$ cat config.mk
export PLATFORM = sky130hd
export DESIGN_NAME = multicycle_main_control
export DESIGN_NICKNAME = d
export VERILOG_FILES = /design/src/rtl/multicycle_main_control.sv
export SDC_FILE = /design/constraint.sdc
export NUM_CORES = 1
export LEC_CHECK = 0
export CAP_MARGIN = 20
export CORE_MARGIN = 10
export CORE_UTILIZATION = 45
export CTS_BUF_LIST = sky130_fd_sc_hd__clkbuf_8 sky130_fd_sc_hd__clkbuf_16
export CTS_CLUSTER_SIZE = 12
export DETAILED_ROUTE_END_ITERATION = 12
export HOLD_SLACK_MARGIN = 0.03
export PLACE_DENSITY = 0.81
export SYNTH_ARGS = -nofsm -noshare
export SYNTH_HDL_FRONTEND = slang
export SYNTH_SLANG_ARGS = --single-unit
$ cat constraint.sdc
create_clock -name clk -period 1.69 [get_ports clk]
set_clock_uncertainty 0.1 [all_clocks]
set_input_delay 0.507 -clock clk [delete_from_list [all_inputs] [get_ports clk]]
set_output_delay 0.507 -clock clk [all_outputs]
set_load 0.005 [all_outputs]
$ cat src/rtl/multicycle_main_control.sv
// Multi-cycle main control FSM for the 16-bit core.
// Steps each instruction through FETCH/DECODE/EXEC/MEM/WB, drives the memory
// req/ready handshake with a wait-limit watchdog and counts retired instructions.
module multicycle_main_control #(
    parameter int WAIT_LIMIT = 15,
    parameter int CNT_W      = 16
) (
    input  logic             clk,
    input  logic             rst_n,
    input  logic [3:0]       mem_rdata_op,
    input  logic             mem_ready,
    input  logic             zero,
    output logic             mem_req,
    output logic             mem_we,
    output logic             iord,
    output logic             ir_write,
    output logic             pc_write,
    output logic [1:0]       pc_src,
    output logic [1:0]       alu_op,
    output logic             alu_src_b,
    output logic             reg_write,
    output logic             mem_to_reg,
    output logic             halted,
    output logic             bus_error,
    output logic             illegal_op,
    output logic [CNT_W-1:0] retired
);

    localparam logic [3:0] OP_LOAD  = 4'h0;
    localparam logic [3:0] OP_STORE = 4'h1;
    localparam logic [3:0] OP_ADDI  = 4'h3;
    localparam logic [3:0] OP_BEQ   = 4'hA;
    localparam logic [3:0] OP_BNE   = 4'hB;
    localparam logic [3:0] OP_JMP   = 4'hC;
    localparam logic [3:0] OP_HALT  = 4'hF;

    // Last wait cycle index: a request still unanswered here times out.
    localparam logic [7:0] WAIT_LAST = 8'(WAIT_LIMIT - 1);

    typedef enum logic [2:0] {
        S_IDLE, S_FETCH, S_DECODE, S_EXEC, S_MEM, S_WB, S_HALT
    } state_t;

    state_t           state, state_nxt;
    logic [3:0]       opcode;
    logic [7:0]       wait_cnt;
    logic [CNT_W-1:0] retire_cnt;
    logic             bus_err_q;

    logic is_rtype, is_mem_op, is_branch, is_illegal;
    logic waiting, timeout, retire;

    assign is_rtype   = (opcode >= 4'h2) && (opcode <= 4'h9);
    assign is_mem_op  = (opcode == OP_LOAD) || (opcode == OP_STORE);
    assign is_branch  = (opcode == OP_BEQ) || (opcode == OP_BNE);
    assign is_illegal = (opcode == 4'hD) || (opcode == 4'hE);

    // A request is outstanding whenever we sit in FETCH/MEM without ready;
    // ready arriving on the last allowed cycle still completes.
    assign waiting = ((state == S_FETCH) || (state == S_MEM)) && !mem_ready;
    assign timeout = waiting && (wait_cnt == WAIT_LAST);

    // Retire point for each instruction class.
    always_comb begin
        retire = 1'b0;
        case (state)
            S_DECODE: retire = (opcode == OP_JMP) || (opcode == OP_HALT);
            S_EXEC:   retire = is_branch;
            S_MEM:    retire = mem_ready && (opcode == OP_STORE);
            S_WB:     retire = 1'b1;
            default:  retire = 1'b0;
        endcase
    end

    // State register.
    always_ff @(posedge clk or negedge rst_n) begin
        if (!rst_n) state <= S_IDLE;
        else        state <= state_nxt;
    end

    // Next-state logic.
    always_comb begin
        state_nxt = state;
        case (state)
            S_IDLE:   state_nxt = S_FETCH;
            S_FETCH: begin
                if (mem_ready)    state_nxt = S_DECODE;
                else if (timeout) state_nxt = S_HALT;
            end
            S_DECODE: begin
                if (opcode == OP_HALT)                    state_nxt = S_HALT;
                else if ((opcode == OP_JMP) || is_illegal) state_nxt = S_FETCH;
                else                                       state_nxt = S_EXEC;
            end
            S_EXEC: begin
                if (is_branch)      state_nxt = S_FETCH;
                else if (is_mem_op) state_nxt = S_MEM;
                else                state_nxt = S_WB;
            end
            S_MEM: begin
                if (mem_ready)      state_nxt = (opcode == OP_STORE) ? S_FETCH : S_WB;
                else if (timeout)   state_nxt = S_HALT;
            end
            S_WB:     state_nxt = S_FETCH;
            S_HALT:   state_nxt = S_HALT;
            default:  state_nxt = S_IDLE;
        endcase
    end

    // Opcode latch, watchdog counter, sticky bus error and retire counter.
    always_ff @(posedge clk or negedge rst_n) begin
        if (!rst_n) begin
            opcode     <= 4'h0;
            wait_cnt   <= 8'd0;
            retire_cnt <= '0;
            bus_err_q  <= 1'b0;
        end else begin
            if ((state == S_FETCH) && mem_ready) opcode <= mem_rdata_op;
            if (waiting) wait_cnt <= wait_cnt + 8'd1;
            else         wait_cnt <= 8'd0;
            if (timeout) bus_err_q <= 1'b1;
            if (retire)  retire_cnt <= retire_cnt + CNT_W'(1);
        end
    end

    // Datapath controls, decoded from state, latched opcode, zero and ready.
    always_comb begin
        mem_req    = 1'b0;
        mem_we     = 1'b0;
        iord       = 1'b0;
        ir_write   = 1'b0;
        pc_write   = 1'b0;
        pc_src     = 2'b00;
        alu_op     = 2'b00;
        alu_src_b  = 1'b0;
        reg_write  = 1'b0;
        mem_to_reg = 1'b0;
        illegal_op = 1'b0;
        case (state)
            S_FETCH: begin
                mem_req  = 1'b1;
                ir_write = mem_ready;
                pc_write = mem_ready;
            end
            S_DECODE: begin
                if (opcode == OP_JMP) begin
                    pc_write = 1'b1;
                    pc_src   = 2'b10;
                end
                illegal_op = is_illegal;
            end
            S_EXEC: begin
                if (is_mem_op) begin
                    alu_op    = 2'b01;
                    alu_src_b = 1'b1;
                end else if (is_branch) begin
                    alu_op   = 2'b10;
                    pc_src   = 2'b01;
                    pc_write = (opcode == OP_BEQ) ? zero : !zero;
                end else if (is_rtype) begin
                    alu_src_b = (opcode == OP_ADDI);
                end
            end
            S_MEM: begin
                mem_req   = 1'b1;
                iord      = 1'b1;
                mem_we    = (opcode == OP_STORE);
                alu_op    = 2'b01;
                alu_src_b = 1'b1;
            end
            S_WB: begin
                reg_write  = 1'b1;
                mem_to_reg = (opcode == OP_LOAD);
            end
            default: ;
        endcase
    end

    assign halted    = (state == S_HALT);
    assign bus_error = bus_err_q;
    assign retired   = retire_cnt;

endmodule

# ---- After elaboration in Yosys (flattened, before gate mapping)
# Index checks and enable logic that the tools add are counted.
dict set report totals {
  reg_bits 32
  in_bits 8
  word_cells 75
}
dict set report op_classes {
  n_addsub 2
  order_cmp 2
  n_eq_ne 15
  n_mux 34
  n_reduce_logical 17
}
# cell count
set op_table {}
lappend op_table {{equality test 4 bit, second input constant} 6}
lappend op_table {{two-way mux 3 bit} 6}
lappend op_table {{one-hot mux 3 bit (6 select lines)} 1}
lappend op_table {{two-way mux 1 bit} 17}
lappend op_table {{adder 16 x 1 -> 16 bit, second input constant} 1}
lappend op_table {{equality test 3 bit, second input constant} 3}
lappend op_table {{adder 8 x 1 -> 8 bit, second input constant} 1}
lappend op_table {{equality test 8 x 4 -> 1 bit, second input constant} 1}
lappend op_table {{two-way mux 2 bit} 4}
lappend op_table {{two-way mux 8 bit} 1}
lappend op_table {{one-hot mux 2 bit (2 select lines)} 2}
lappend op_table {{equality test 3 x 2 -> 1 bit, second input constant} 2}
lappend op_table {{logical OR 1 bit} 6}
lappend op_table {{logical AND 1 bit} 5}
lappend op_table {{equality test 4 x 1 -> 1 bit, second input constant} 1}
lappend op_table {{equality test 4 x 2 -> 1 bit, second input constant} 1}
lappend op_table {{greater-or-equal comparator 4 x 2 -> 1 bit, second input constant} 1}
lappend op_table {{<= comparator 4 bit, second input constant} 1}
lappend op_table {{zero test 4 bit} 1}
lappend op_table {{one-hot mux 1 bit (4 select lines)} 1}
lappend op_table {{OR reduction 2 bit} 2}
lappend op_table {{equality test 3 x 1 -> 1 bit, second input constant} 1}
lappend op_table {{zero test 3 bit} 1}
lappend op_table {{one-hot mux 1 bit (3 select lines)} 1}
lappend op_table {{2 further kinds} 3}

# ---- Logic depth before layout (Yosys ltp)
# Gate-level depths: netlist of the first run.
dict set report depth {
  word_depth 7
  mapped_depth 7
}

# ---- Worst setup path before layout of the first run
# No wires, ideal clock.
dict set report synth_timing {
  kind {register -> output}
  start {register state[0]}
  end {output port pc_write}
  arrival_time_ns 1.276
  required_ns 1.083
  setup_slack_ns -0.193
  path_stages_with_launch 5
  path_buffers 0
  cell_sequence {dfrtp_1 nand2b_1 or3_4 nor3_1 a211o_1}
}
dict set report synth_between {
  elab_chain_cells 2
  elab_cells_between_ends 4
}
# item line
set synth_rtl {}
lappend synth_rtl {{start: declaration} 44} ;# state_t state, state_nxt;
lappend synth_rtl {{start signal: assignment} 78} ;# else state <= state_nxt;
lappend synth_rtl {{equality test 3 x 2 -> 1 bit or equality test 3 x 1 -> 1 bit (tied branches)} 139} ;# case (state)
lappend synth_rtl {{one-hot mux 1 bit (3 select lines) (*)} 139}
lappend synth_rtl {{end: declaration} 17} ;# output logic pc_write,
# Mark *: on every way between the ends. The rest lies on a longest branch, timed or not.

# ---- Worst setup path after layout of the first run
dict set report layout_timing {
  start {register state[1]}
  end {output port illegal_op}
}
dict set report layout_between {
  elab_chain_cells 2
}
# item line
set layout_rtl {}
lappend layout_rtl {{equality test 3 x 2 -> 1 bit} 139}
lappend layout_rtl {{two-way mux 1 bit} 139}
lappend layout_rtl {{end: declaration} 25} ;# output logic illegal_op,
# Every way passes these cells.

==> results.cfg, run 1 <==
[outcome]
run_status = finished, violations left
failed_checks = negative setup slack

[critical_path]
arrival_ns = 1.61
cp_top_family = simple AND/OR/NAND/NOR gates
critPathCaptureType = output port
cpPeakStageDelay_ns = 0.39
cp_cell_sequence = buf_6, nand2b_4, or3_4, buf_4, nor2_2, buf_2
cpMaxStageDelayCell = sky130_fd_sc_hd__dfrtp_1
worst-path-buf-inv = 3
path_max_fanout = 2
timing.critical_path.from_type = flop
required_ns = 1.08
criticalPathCategory = flop to output port

[timing]
timing.final.crit_period_ns = 2.22
final_worst_setup_slack_ns = -0.526
max_slew_margin = 0.752
finalSetupViolCount = 30
fmax_ghz = 0.451
final-max-slew-violation-count = 0
timing_hold_violations_final = 0
post-route-period-util = 1.31
worst_slew_pin_tran_ns = 0.371
unrepaired_setup_endpoints_after_global_routing = true

[pwr]
finalPower_w = 0.00448
power_density_nw_per_um2 = 1470
total_leakage_power_nw = 1.49
max-vdd-ir-drop_mv = 1.08

[clocking]
clkSlewWorstSetupHoldPaths_ns = 0.07
cts_root_buffer = sky130_fd_sc_hd__clkbuf_8
h-tree-depth = 2
cts_tree = yes
clk_latency_ns = 0.29
tritoncts_num_sinks = 32
cts-root-to-sink-buffers = 2
cts_buffers = 5

[drt]
detail_route.vias_per_cell = 5.31
drt_first_iter_violations = 119
number_of_iterations_in_the_first_detailed_routing_pass = 4
drt-wirelength-per-cell_um = 17.7
number_of_vias_in_the_routed_layout = 1741
route.detailed.drc = 0
routed_antenna_nets = 0
routed_wl_mm = 5.79

[final_layout]
n_antenna_cell = 0
finalNetCount = 290
area.growth.synth_to_final_pct = 75.2
final_design_area_no_fill_sq_um = 3040
drive_above_1_share = 0.475
fin_cells = 328

[synthesis]
postSynthAreaPerCell_sq_um = 10.6
most_instantiated_cells_after_synthesis = sky130_fd_sc_hd__dfrtp_1, sky130_fd_sc_hd__nor2_1, sky130_fd_sc_hd__nand2_1
synth.yosys.warnings = 0
syn-instance-count = 164
synth-main-ff-cell = sky130_fd_sc_hd__dfrtp_1
synth_enable_flop_cells = 0
post-synth-top-count-cell = sky130_fd_sc_hd__dfrtp_1
synth.yosys.seq_area_share = 0.461
netlist.top_cell.by_area = sky130_fd_sc_hd__dfrtp_1
synth.area.top_cells = sky130_fd_sc_hd__dfrtp_1, sky130_fd_sc_hd__xnor2_1, sky130_fd_sc_hd__xor2_1
synth.ff_latch_count = 32
post_syn_nets = 175
ys_types = 42
synth_async_sr_flop_share = 1.00
mappedNetlistArea_sq_um = 1740
yosys.area.top_type_share = 0.461

[floorplan]
floorplan.die.width_um = 82.1
placementRows = 22
initial_cell_density_of_the_core = 0.471
fp.dieH_um = 82.1
floorplan.core_area_sq_um = 3690
die_outline_area_sq_um = 6740
total_i_o_pin_count = 39

[flow_run]
cap_viol_max_count = 0

[global_route]
grtUsageTotal = 0.178
grt-ovfl-total = 0
grt_max_degree = 33
antenna_found_initial = 0
grt_first_pass_wirelength_mm = 9.18
first_global_vias = 1843

[worst_hold_path]
holdCritPathClass = flop to flop

[placed_design]
place_ws_ns = -0.869
postPlaceCellArea_sq_um = 2430
post-place-cells = 280
io_buffers = 38
globalplace.congestion = 0.919
post-dp-hpwl_mm = 3.05
[cell families after synthesis]
group | Yosys count | synth area share
xor gates and xnor gates | 22 | 0.111
muxes | 5 | 0.0324
buffers and inverters | 11 | 0.0411
DFF | 32 | 0.461
adders and majority gates | 3 | 0.0216
and+or+nand+nor | 73 | 0.246
AOI/OAI and AO/OA | 18 | 0.0872
[metal layers]
layer	wire length, um	vias up	share of wire	global-route usage
li1	-	804	-	-
met4	133	0	0.023	0.0629
met2	3030	54	0.52	0.312
met3	351	15	0.061	0.0540
met5	0	-	0	0
met1	2270	868	0.39	0.200
[worst paths after layout]
check                                      start                      to  slack [ns]  depth (start not counted)
max                           state[1]$_DFF_PN0_              illegal_op       -0.53                          6
min in group asynchronous                  rst_n  retired[8]$_DFFE_PN0P_        0.47                          2
min                        bus_error$_DFFE_PN0P_   bus_error$_DFFE_PN0P_        0.38                          1
max reg2reg                   state[1]$_DFF_PN0_  retired[1]$_DFFE_PN0P_       -0.50                          8
min reg2reg                bus_error$_DFFE_PN0P_   bus_error$_DFFE_PN0P_        0.38                          1
max in group asynchronous                  rst_n      state[2]$_DFF_PN0_        0.83                          2
[layout by cell type, fill, tap and decap left out, types with 3 or more instances in the layout]
cell type and instances:
sky130_fd_sc_hd__nand2_2 3, sky130_fd_sc_hd__clkbuf_8 6, sky130_fd_sc_hd__buf_4 50, sky130_fd_sc_hd__nor3_4 3
sky130_fd_sc_hd__xnor2_1 12, sky130_fd_sc_hd__buf_2 8, sky130_fd_sc_hd__nand2_1 12, sky130_fd_sc_hd__buf_6 27
sky130_fd_sc_hd__nand4_1 5, sky130_fd_sc_hd__nor2_1 16, sky130_fd_sc_hd__nand3_1 7, sky130_fd_sc_hd__nor4b_4 4
sky130_fd_sc_hd__dlygate4sd2_1 18, sky130_fd_sc_hd__dfrtp_1 31, sky130_fd_sc_hd__inv_1 6, sky130_fd_sc_hd__and3_4 3
sky130_fd_sc_hd__xor2_1 9, sky130_fd_sc_hd__nand2b_4 3, sky130_fd_sc_hd__mux2_2 3, sky130_fd_sc_hd__clkdlybuf4s50_1 6
sky130_fd_sc_hd__ha_1 3
[power by group]
| group | switching, W | internal [W] | leakage (nW) | total (W) |
|---|---|---|---|---|
| registers | 0.000193 | 0.000937 | 0.398 | 0.00113 |
| clock network | 0.000283 | 0.000320 | 0.0538 | 0.000603 |
| logic | 0.00117 | 0.00158 | 1.03 | 0.00275 |
[registers in the layout (all words and copies together), names as in the netlist]
signal     flops
retired       16
wait_cnt       8
opcode         4
state          3
bus_error      1
[stage by stage]
stage / TNS (ns) / hold WS (ns) / utilization
after global routing: -13.65 / 0.417 / 0.825
after detailed placement: -14.06 / 0.365 / 0.658
after floorplan: -0.570 / 0.111 / -
final: -11.75 / 0.382 / 0.825
after global placement: -12.76 / 0.359 / 0.658
after CTS: -10.55 / 0.390 / 0.795
[final cells by class]
cell class / instances / area, sq um
clock buffers: 6 / 82.6
well taps: 48 / 60.1
repair buffers: 112 / 992
fillers: 206 / 646
inverters: 6 / 25.0
multi-input cells: 122 / 1070
clock inverters: 2 / 7.51
flip-flops and latches: 32 / 802
[what timing repair did]
item | in CTS | in global routing
pin swaps | 21 | 17
setup buffers | 40 | 9
endpoints found under the setup margin | 51 | 36
gates cloned | 1 | 0
gates resized for setup | 123 | 18
hold buffers | 0 | 0
No activity file was read; power rests on OpenSTA's default activity.
==> run 2, diff against run 1 <==
- HOLD_SLACK_MARGIN: 0.03 -> default
==> results of run 2 <==
Same layout as run 1: the final DEF is identical, and so are final timing and power.
==> run 3, diff against run 2 <==
==> constraint.sdc (replaced) <==
create_clock -name clk -period 1.69 [get_ports clk]
set_clock_uncertainty 0.1 [all_clocks]
set_input_delay 0.507 -clock clk [delete_from_list [all_inputs] [get_ports clk]]
set_output_delay 0.507 -clock clk [all_outputs]
set_load 0.1 [all_outputs]
==> run 3 against run 2 <==
Net effect: the run still ends with negative setup slack left; worst hold slack gained 0.067 ns; clock power rose by 39%; power up 48%; cell count down 2.7%; register-to-register slack lost 0.11 ns; die area unchanged; sequential power increased by 4%; combinational power is 67% higher; routed wire length up 49%; non-clock buffer count down 8; worst setup slack got worse by 0.11 ns; critical endpoint is now pc_write; largest cell class is now non-clock buffers.
==> results.cfg, run 3 (same netlist as run 1, synthesis figures left out) <==
[clocking]
cts_hold_buffers = 0
clk_latency_ns = 0.30
cts-root-to-sink-buffers = 2
cts_buffers = 5
clkSlewWorstSetupHoldPaths_ns = 0.07
cts_root_buffer = sky130_fd_sc_hd__clkbuf_8
cts_tree = yes
h-tree-depth = 2
tritoncts_num_sinks = 32

[critical_path]
ff2ff_setup_slack_ns = -0.61
required_ns = 1.08
path_max_fanout = 4
rr_worst_depth = 9
rr_endpoint = retired[7]$_DFFE_PN0P_
critPathCaptureType = output port
timing.critical_path.from_type = flop
worstReg2RegStart = state[0]$_DFF_PN0_
worstSetupStartpoint = opcode[3]$_DFFE_PN0P_
criticalPathCategory = flop to output port
arrival_ns = 1.72

[timing]
post-route-period-util = 1.37
max_slew_margin = 0.703
final_worst_setup_slack_ns = -0.632
finalSetupViolCount = 41
final-max-slew-violation-count = 0
timing.final.crit_period_ns = 2.32
worst_slew_pin_tran_ns = 0.444
totalNegativeSetupSlack_ns = -15.02
timing_hold_violations_final = 0
unrepaired_setup_endpoints_after_global_routing = true
fmax_ghz = 0.431

[floorplan]
total_i_o_pin_count = 39
initial_cell_density_of_the_core = 0.471
die_outline_area_sq_um = 6740
floorplan.die.width_um = 82.1
floorplan.core_area_sq_um = 3690
placementRows = 22
fp.dieH_um = 82.1

[final_layout]
drive_above_1_share = 0.598
largest_reg_flops = 16
final_util = 0.953
nFillCells = 85
mostFrequentLayoutCell = sky130_fd_sc_hd__buf_4
n_antenna_cell = 0
area.growth.synth_to_final_pct = 102
highest_count_cells_in_the_layout_ignoring_fill_and_taps = sky130_fd_sc_hd__buf_4, sky130_fd_sc_hd__buf_12, sky130_fd_sc_hd__dfrtp_1, sky130_fd_sc_hd__buf_6, sky130_fd_sc_hd__nor2_1
finalNetCount = 281

[drt]
number_of_vias_in_the_routed_layout = 1988
route.detailed.drc = 0
routed_wl_mm = 8.65
number_of_iterations_in_the_first_detailed_routing_pass = 5
drt-wirelength-per-cell_um = 27.1
detail_route.vias_per_cell = 6.23
drt_first_iter_violations = 225
routed_antenna_nets = 0

[placed_design]
post-dp-hpwl_mm = 4.08
io_buffers = 38
globalplace.congestion = 0.871

[pwr]
max-vdd-ir-drop_mv = 1.84
power_density_nw_per_um2 = 1880
total_leakage_power_nw = 1.67

[worst_hold_path]
worstHoldStart = retired[15]$_DFFE_PN0P_
holdCritPathClass = flop to flop
min_to = retired[15]$_DFFE_PN0P_
worst_hold_path.num_cells = 1

[global_route]
grt-ovfl-total = 0
grt_first_pass_wirelength_mm = 10.2
antenna_found_initial = 0
grt_max_degree = 33
grtUsageTotal = 0.199
first_global_vias = 1890

[outcome]
failed_checks = negative setup slack
run_status = finished, violations left

[flow_run]
cap_viol_max_count = 0
run 3: what timing repair did:
item | in CTS | in global routing
resized for setup | 24 | 34
pin swaps | 17 | 11
setup endpoints to repair | 34 | 37
buffers inserted | 15 | 10
run 3: layout make-up:
| class | instances | area (sq um) | share of cell area |
|---|---|---|---|
| clock inverter | 1 | 30.0 | 0.00854 |
| tap | 48 | 60.1 | 0.0171 |
| sequential | 32 | 803 | 0.228 |
| multi-input combinational | 121 | 1200 | 0.342 |
| inverter | 6 | 25.0 | 0.00712 |
| timing repair buffer | 104 | 1300 | 0.370 |
| clock buffer | 7 | 96.3 | 0.0274 |
run 3: routing by layer:
layer,vias up,wire (um),GRT usage,share of wire
met2,182,4380,0.365,0.51
li1,782,-,-,-
met1,975,2980,0.214,0.34
met3,49,752,0.0562,0.087
met5,-,0,0,0
met4,0,543,0.0680,0.063
run 3: worst max-delay path by stage:
stage	slack, ns	cells past startpoint	endpoint
global placement	-0.51	4	pc_write
floorplan	-1.06	4	pc_write
detailed placement	-0.53	5	ir_write
global route	-0.67	5	pc_write
finish	-0.63	4	pc_write
CTS	-0.55	5	pc_write
run 3: through the flow:
| step | hold slack (ns) | cell area, sq um | instances | total power, W | setup slack, ns |
|---|---|---|---|---|---|
| 6_report | 0.450 | 3520 | 319 | 0.00662 | -0.632 |
| 5_1_grt | 0.455 | 3520 | 319 | 0.00678 | -0.673 |
| 4_1_cts | 0.425 | 3290 | 312 | 0.00588 | -0.551 |
| 3_5_place_dp | 0.412 | 2970 | 290 | 0.00471 | -0.534 |
| 3_3_place_gp | 0.386 | 2970 | 290 | 0.00458 | -0.507 |
| 2_1_floorplan | 0.111 | 1920 | 164 | 0.00328 | -1.06 |
run 3: critical path, cell delays in order, from the launching register on:
cell and delay, ns:
sky130_fd_sc_hd__dfrtp_1 0.43, sky130_fd_sc_hd__and3b_2 0.27, sky130_fd_sc_hd__and3_4 0.21, sky130_fd_sc_hd__a211o_4 0.33, sky130_fd_sc_hd__buf_12 0.17
run 3: power by group:
part | total [W] | internal [W] | switching, W | leakage [nW]
Combinational | 0.00460 | 0.00204 | 0.00257 | 1.21
Clock | 0.000838 | 0.000520 | 0.000317 | 0.0645
Sequential | 0.00118 | 0.000938 | 0.000243 | 0.397
Total | 0.00662 | 0.00349 | 0.00313 | 1.67
